File: config.mk
export PLATFORM = sky130hd
export DESIGN_NAME = uart_rx_pkt_ctrl
export DESIGN_NICKNAME = d
export VERILOG_FILES = /design/src/rtl/uart_rx_pkt_ctrl.sv
export SDC_FILE = /design/constraint.sdc
export NUM_CORES = 1
export LEC_CHECK = 0
export CORE_MARGIN = 1
export CORE_UTILIZATION = 57
export DETAILED_ROUTE_END_ITERATION = 6
export PLACE_DENSITY_LB_ADDON = 0.2
export SYNTH_ARGS = -nofsm -noshare
export SYNTH_HDL_FRONTEND = slang
export SYNTH_SLANG_ARGS = --single-unit
File: constraint.sdc
create_clock -name clk -period 5.3 [get_ports clk]
set_input_delay 1.06 -clock clk [delete_from_list [all_inputs] [get_ports clk]]
set_output_delay 1.06 -clock clk [all_outputs]
set_load 0.01 [all_outputs]
File: src/rtl/uart_rx_pkt_ctrl.sv
// Packet framer behind the UART receiver: SOF, LEN, LEN payload bytes, XOR checksum.
// One checked packet is held in a small buffer and offered to the host over valid/ready.
module uart_rx_pkt_ctrl #(
  parameter int              SIZE    = 8,
  parameter int              MAX_LEN = 16,
  parameter int              TIMEOUT = 1000,
  parameter logic [SIZE-1:0] SOF     = 8'hA5
) (
  input  logic                       clk,
  input  logic                       rst,
  input  logic                       rx_done,
  input  logic [SIZE-1:0]            rx_data,
  output logic                       rx_en,
  output logic                       pkt_valid,
  input  logic                       pkt_ready,
  output logic [7:0]                 pkt_len,
  input  logic [$clog2(MAX_LEN)-1:0] rd_addr,
  output logic [SIZE-1:0]            rd_data,
  output logic                       err_chk,
  output logic                       err_len,
  output logic                       err_timeout,
  output logic                       err_ovr
);

  localparam int            AW       = $clog2(MAX_LEN);
  localparam int            TW       = (TIMEOUT > 2) ? $clog2(TIMEOUT) : 1;
  localparam logic [TW-1:0] CNT_LAST = TW'(TIMEOUT - 1);

  localparam int E_CHK = 0;
  localparam int E_LEN = 1;
  localparam int E_TO  = 2;
  localparam int E_OVR = 3;

  typedef enum logic [2:0] {
    S_IDLE,
    S_LEN,
    S_PAYLOAD,
    S_CHK,
    S_HOLD
  } state_t;

  state_t          state_reg, state_next;
  logic [7:0]      len_reg, len_next;
  logic [7:0]      idx_reg, idx_next;
  logic [SIZE-1:0] acc_reg, acc_next;
  logic [TW-1:0]   cnt_reg, cnt_next;
  logic [7:0]      pkt_len_reg, pkt_len_next;
  logic            rx_en_reg;
  logic            pkt_valid_reg;
  logic [3:0]      err_hit, err_reg;
  logic            wr_en;
  logic            len_ok;
  logic            in_frame;

  logic [SIZE-1:0] pay_mem [MAX_LEN];

  assign len_ok   = (rx_data != '0) && (32'(rx_data) <= 32'(MAX_LEN));
  assign in_frame = (state_reg == S_LEN) || (state_reg == S_PAYLOAD) || (state_reg == S_CHK);

  always_comb begin
    state_next   = state_reg;
    len_next     = len_reg;
    idx_next     = idx_reg;
    acc_next     = acc_reg;
    cnt_next     = '0;
    pkt_len_next = pkt_len_reg;
    wr_en        = 1'b0;
    err_hit      = '0;

    case (state_reg)
      S_IDLE: begin
        if (rx_done && (rx_data == SOF)) begin
          state_next = S_LEN;
        end
      end
      S_LEN: begin
        if (rx_done) begin
          if (len_ok) begin
            state_next = S_PAYLOAD;
            len_next   = 8'(rx_data);
            idx_next   = '0;
            acc_next   = rx_data;
          end else begin
            err_hit[E_LEN] = 1'b1;
            state_next     = S_IDLE;
          end
        end
      end
      S_PAYLOAD: begin
        // An SOF value here is ordinary payload; there is no resync mid-frame.
        if (rx_done) begin
          wr_en    = 1'b1;
          acc_next = acc_reg ^ rx_data;
          idx_next = idx_reg + 8'd1;
          if ((idx_reg + 8'd1) == len_reg) begin
            state_next = S_CHK;
          end
        end
      end
      S_CHK: begin
        if (rx_done) begin
          if (rx_data == acc_reg) begin
            state_next   = S_HOLD;
            pkt_len_next = len_reg;
          end else begin
            err_hit[E_CHK] = 1'b1;
            state_next     = S_IDLE;
          end
        end
      end
      S_HOLD: begin
        // The held packet is never overwritten; a late byte is dropped and flagged.
        if (rx_done) begin
          err_hit[E_OVR] = 1'b1;
        end
        if (pkt_ready) begin
          state_next   = S_IDLE;
          pkt_len_next = '0;
        end
      end
      default: begin
        state_next = S_IDLE;
      end
    endcase

    // Inter-byte watchdog; a byte landing on the final cycle still wins.
    if (in_frame && !rx_done) begin
      if (cnt_reg == CNT_LAST) begin
        err_hit[E_TO] = 1'b1;
        state_next    = S_IDLE;
      end else begin
        cnt_next = cnt_reg + TW'(1);
      end
    end
  end

  always_ff @(posedge clk or posedge rst) begin
    if (rst) begin
      state_reg     <= S_IDLE;
      len_reg       <= '0;
      idx_reg       <= '0;
      acc_reg       <= '0;
      cnt_reg       <= '0;
      pkt_len_reg   <= '0;
      rx_en_reg     <= 1'b0;
      pkt_valid_reg <= 1'b0;
      err_reg       <= '0;
    end else begin
      state_reg     <= state_next;
      len_reg       <= len_next;
      idx_reg       <= idx_next;
      acc_reg       <= acc_next;
      cnt_reg       <= cnt_next;
      pkt_len_reg   <= pkt_len_next;
      rx_en_reg     <= (state_next != S_HOLD);
      pkt_valid_reg <= (state_next == S_HOLD);
      err_reg       <= err_hit;
    end
  end

  always_ff @(posedge clk) begin
    if (wr_en) begin
      pay_mem[idx_reg[AW-1:0]] <= rx_data;
    end
  end

  // pkt_len is zero outside HOLD, so this also blanks rd_data while no packet is held.
  assign rd_data = (32'(rd_addr) < 32'(pkt_len_reg)) ? pay_mem[rd_addr] : '0;

  assign rx_en       = rx_en_reg;
  assign pkt_valid   = pkt_valid_reg;
  assign pkt_len     = pkt_len_reg;
  assign err_chk     = err_reg[E_CHK];
  assign err_len     = err_reg[E_LEN];
  assign err_timeout = err_reg[E_TO];
  assign err_ovr     = err_reg[E_OVR];

endmodule

# ---- Word level (Yosys, flattened, before mapping)
# Memory sizes are Yosys's and may differ from the RTL's.
# Cells that the tools add are included.
dict set report word_totals {
  elab_cells 83
  output_inout_bits 22
  mem_bits_rw 128
  mem_count 1
  register_bits 51
}
dict set report classes {
  bitwise_logic 1
  n_lt_le_gt_ge 2
  n_eq_ne 16
  n_reduce_logical 13
  n_mux 39
  add_sub_neg 2
}
# name words word_bits read_ports rd_clocked_by_memory_dff wr line
set mem_list {}
lappend mem_list {pay_mem 16 8 1 0 1 55} ;# logic [SIZE-1:0] pay_mem [MAX_LEN];
# op n
set ops {}
lappend ops {{two-way mux 8 bit} 10}
lappend ops {{one-hot mux 8 bit (2 select lines)} 3}
lappend ops {{two-way mux 3 bit} 9}
lappend ops {{two-way mux 10 bit} 2}
lappend ops {{== test 8 bit} 2}
lappend ops {{one-hot mux 3 bit (5 select lines)} 1}
lappend ops {{two-way mux 1 bit} 13}
lappend ops {{adder 10 x 1 -> 10 bit (second input constant)} 1}
lappend ops {{== test 10 bit (second input constant)} 1}
lappend ops {{inequality test 2 bit (second input constant)} 5}
lappend ops {{adder 8 x 1 -> 8 bit (second input constant)} 1}
lappend ops {{== test 8 bit (second input constant)} 1}
lappend ops {{<= comparator 8 x 5 -> 1 bit (second input constant)} 1}
lappend ops {{< comparator 4 x 8 -> 1 bit} 1}
lappend ops {{AND reduction 4 bit} 2}
lappend ops {{nonzero test 8 bit} 1}
lappend ops {{XOR 8 bit} 1}
lappend ops {{== test 3 x 2 -> 1 bit (second input constant)} 2}
lappend ops {{== test 3 bit (second input constant)} 2}
lappend ops {{nonzero test 2 bit} 2}
lappend ops {{== test 3 x 1 -> 1 bit (second input constant)} 1}
lappend ops {{logical AND 1 bit} 3}
lappend ops {{zero test 3 bit} 1}
lappend ops {{inequality test 3 bit (second input constant)} 1}
lappend ops {{5 further kinds} 6}

# ---- Logic depth before layout (Yosys ltp)
dict set report logic_depth {
  depth_word 8
  ltp_mapped 8
  depth_no_buf 7
}

# ---- Worst setup path after synthesis
# No wires, ideal clock.
dict set report synth_path {
  kind {input to output}
  startpoint {in rd_addr[0]}
  endpoint {out rd_data[2]}
  required_time_ns 4.240
  t_arrival_ns 2.457
  slack_ns 1.783
  path_buffers 2
  path_stages 5
  path_cell_list {buf_6 buf_8 mux4_1 mux4_2 a21boi_1}
}
dict set report synth_via {
  elab_chain_cells 2
}
# item line
set synth_rtl {}
lappend synth_rtl {{from (decl)} 17} ;# input logic [$clog2(MAX_LEN)-1:0] rd_addr,
lappend synth_rtl {{< comparator 4 x 8 -> 1 bit / memory read (16 x 8 bit) (equally long branches)} --}
lappend synth_rtl {{two-way mux 8 bit (*)} 168} ;# assign rd_data = (32'(rd_addr) < 32'(pkt_len_reg)) ? pay_mem[rd_addr] : '0;
lappend synth_rtl {{to (decl)} 18} ;# output logic [SIZE-1:0] rd_data,
# Mark *: on every way between the ends. The rest lies on a longest branch, timed or not.

# ---- Final worst setup path
dict set report layout_path {
  startpoint {in rd_addr[2]}
  endpoint {out rd_data[3]}
}
# The elaborated chain is that of the path after synthesis.

==> impl_results.md <==
- Fin crit share: 87.56%
- Clk slew on worst S/H paths: 0.06 ns
- Post-layout util: 67.23%
- Synth Area per Inst: 16.10 um^2
- N_diodes: 0
- Share of the synthesized area in the top cell type: 49.32%
- Vias in the first global route: 4512
- DRC: 0
- Width of the die: 118.9 um
- Area delta synth->final: 14.69%
- Via count: 4400
- Total Wirelength: 16.09 mm
- Max cap viols: 0
- CP Buf/Inv Count: 3
- Worst ir drop on vdd: 0.1926 mV
- Antenna-violating nets left: 0
- IO buf count: 37
- Area leader, netlist: edfxtp_1
- Syn Inst Count: 484
- Max reg flops: 128
- Layout Cells excl Fill: 720
- Die H: 118.9 um
- Largest net degree at the start of global routing: 52
- Overflow left after global routing: 0
- Setup violators final: 0
- CP Launch Type: input port
- Worst Path Arrival: 3.58 ns
- Yosys reg bits: 179
- Std-Cell Rows: 42
- Cell area power density: 316.8 nW/um^2
- Post-Syn Nets: 508
- DR WL/cell: 22.35 um
- Ports: 38
- Static leakage: 3.092 nW
- CP Cell Sequence: clkdlybuf4s50_1, buf_12, mux4_2, mux4_2, a21boi_1, clkdlybuf4s50_1
- CTS buffer count: 17
- Synth top area cells: edfxtp_1, dfrtp_1, mux4_2
- Post-synthesis sequential area ratio: 65.69%
- Max Buffers Root-to-Sink: 2
- Floorplan Core Area: 13300 um^2
- Ys Warns: 0
- HP Class: reg2reg
- Die area: 14140 um^2
- GRT Util Overall: 24.81%
- Synth Flop Type: edfxtp_1
- Root Driver: clkbuf_16
- Initial DRT Pass Iterations: 5
- Post-synth EDFFs: 128
- First-pass GRT wire length: 25.27 mm
- Async S/R FF share, synth: 28.49%
- Setup Buffers After CTS: 0
- Normalized max-slew margin: 29.70%
- Slowest Stage Delay on Critical Path: 0.81 ns
- Worst path slowest cell: clkdlybuf4s50_1
- WP data required: 4.24 ns
- Max Clk Rate: 215.5 MHz
- CP top delay family: buffers and inverters
- H-Tree Level Count: 4
- Commonest non-fill, non-tap cell in the layout: edfxtp_1
- Post-Route Skew: 0.004456 ns
- Critical path class: in2out
- GPL Wtd Cong: 0.8472
- Setup repair after global routing missed its margin: no
- # fillers: 889
- Mapped Area: 7794 um^2
- Post_cts resized: 0
- Sum Neg Setup Slack: 0 ns
- Worst-Skew Late Latency: 0.43 ns
- Initial Utilization: 58.62%
- DR iter-0 viols: 394
- Initial antenna violation count: 0
- Synth cell types: 56
- Fin crit period: 4.641 ns
- Cell total after placement: 688
- Final number of hold-violating endpoints: 0
- CP max FO: 24
- DP HPWL: 10.33 mm
- Worst setup EP type: primary output
- Hold Buf Count CTS: 0
- CTS tree: built
- Pins Over Slew Limit: 0
- Most frequent cells in the layout: edfxtp_1, dfrtp_1, clkdlybuf4s50_1, nor2_1, mux4_2
- DP Worst Slack: 0.6607 ns
- Number of clock sinks: 179
- Nets: 555
- Worst-margin pin slew: 1.049 ns
- Vias per cell: 6.111
- Layout cells sized above 1: 16.54%
- Status: complete, no violations
- Setup WS post-layout: 0.6593 ns
[cell families after synthesis]
group	after synthesis	synth area share, %
DFF	179	65.69
muxes	55	14.14
and+or+nand+nor	118	8.043
adders and majority gates	8	1.284
buffers and inverters	40	2.809
xor gates and xnor gates	24	2.793
AOI/OAI and AO/OA	60	5.234
[worst register-to-register path: stages (launching register included)]
cell	delay (ns)
dfrtp_1	0.49
nor4bb_4	0.61
buf_4	0.29
nand2_1	0.14
nor2_1	0.81
[synthesized netlist by cell type, drive strengths merged, types with 2 or more instances]
cell    number
nand4        6
or2          2
nor4         3
xnor2       17
a311oi       8
clkbuf       8
nand2       24
or3          2
nand3b       3
mux4        40
nor3         8
a31oi        6
nand4b       3
mux2         5
a21o         3
dfrtp       51
buf         16
inv         16
xor2         7
or4          2
nor2b        8
o31ai        2
nor2        34
nand2b       5
ha           8
edfxtp     128
a21boi       9
a21oi       14
nand3        9
mux2i       10
nor4bb       2
o21ai       13
[path summary, 6_finish.rpt]
| path | from | end | slack, ns | cells past startpoint |
|---|---|---|---|---|
| max | rd_addr[2] | rd_data[3] | 0.66 | 6 |
| min | cnt_reg[0]$_DFF_PP0_ | cnt_reg[0]$_DFF_PP0_ | 0.46 | 1 |
| max reg2reg | state_reg[0]$_DFF_PP0_ | pay_mem[5][4]$_DFFE_PP_ | 2.58 | 4 |
| min reg2reg | cnt_reg[0]$_DFF_PP0_ | cnt_reg[0]$_DFF_PP0_ | 0.46 | 1 |
| max in group asynchronous | rst | pkt_len[1]$_DFFE_PP0P_ | 3.43 | 2 |
| min in group asynchronous | rst | cnt_reg[7]$_DFF_PP0_ | 1.21 | 2 |
[layout make-up]
class	count	area, um^2	share of cell area (%)
clock buffer	19	432.9	4.843
clock inverter	13	127.6	1.428
inverter	16	60.06	0.6719
multi-input combinational	265	2475	27.69
sequential	179	5120	57.28
tap	176	220.2	2.464
timing repair buffer	52	503.0	5.627
[power breakdown]
part           internal (mW)  switching [mW]
clock network          0.652           0.538
logic                 0.0636          0.0708
registers               1.50         0.00308
total                   2.22           0.612
[stage by stage]
step / instance area [um^2] / total power [mW] / hold slack [ns]
finish: 8939 / 2.832 / 0.4567
global route: 8939 / 2.904 / 0.4955
CTS: 8939 / 2.842 / 0.4625
detailed placement: 8378 / 1.672 / 0.4537
global placement: 8378 / 1.668 / 0.4519
floorplan: 7794 / 1.614 / 0.4329
[routing by layer]
layer,track usage (%),vias to the layer above,part of all wire (%)
li1,-,1967,-
met1,33.19,2259,43
met2,40.90,146,49
met3,5.556,28,5.5
met4,7.753,0,1.7
met5,0,-,0
Power figures use the tool's default switching activity.
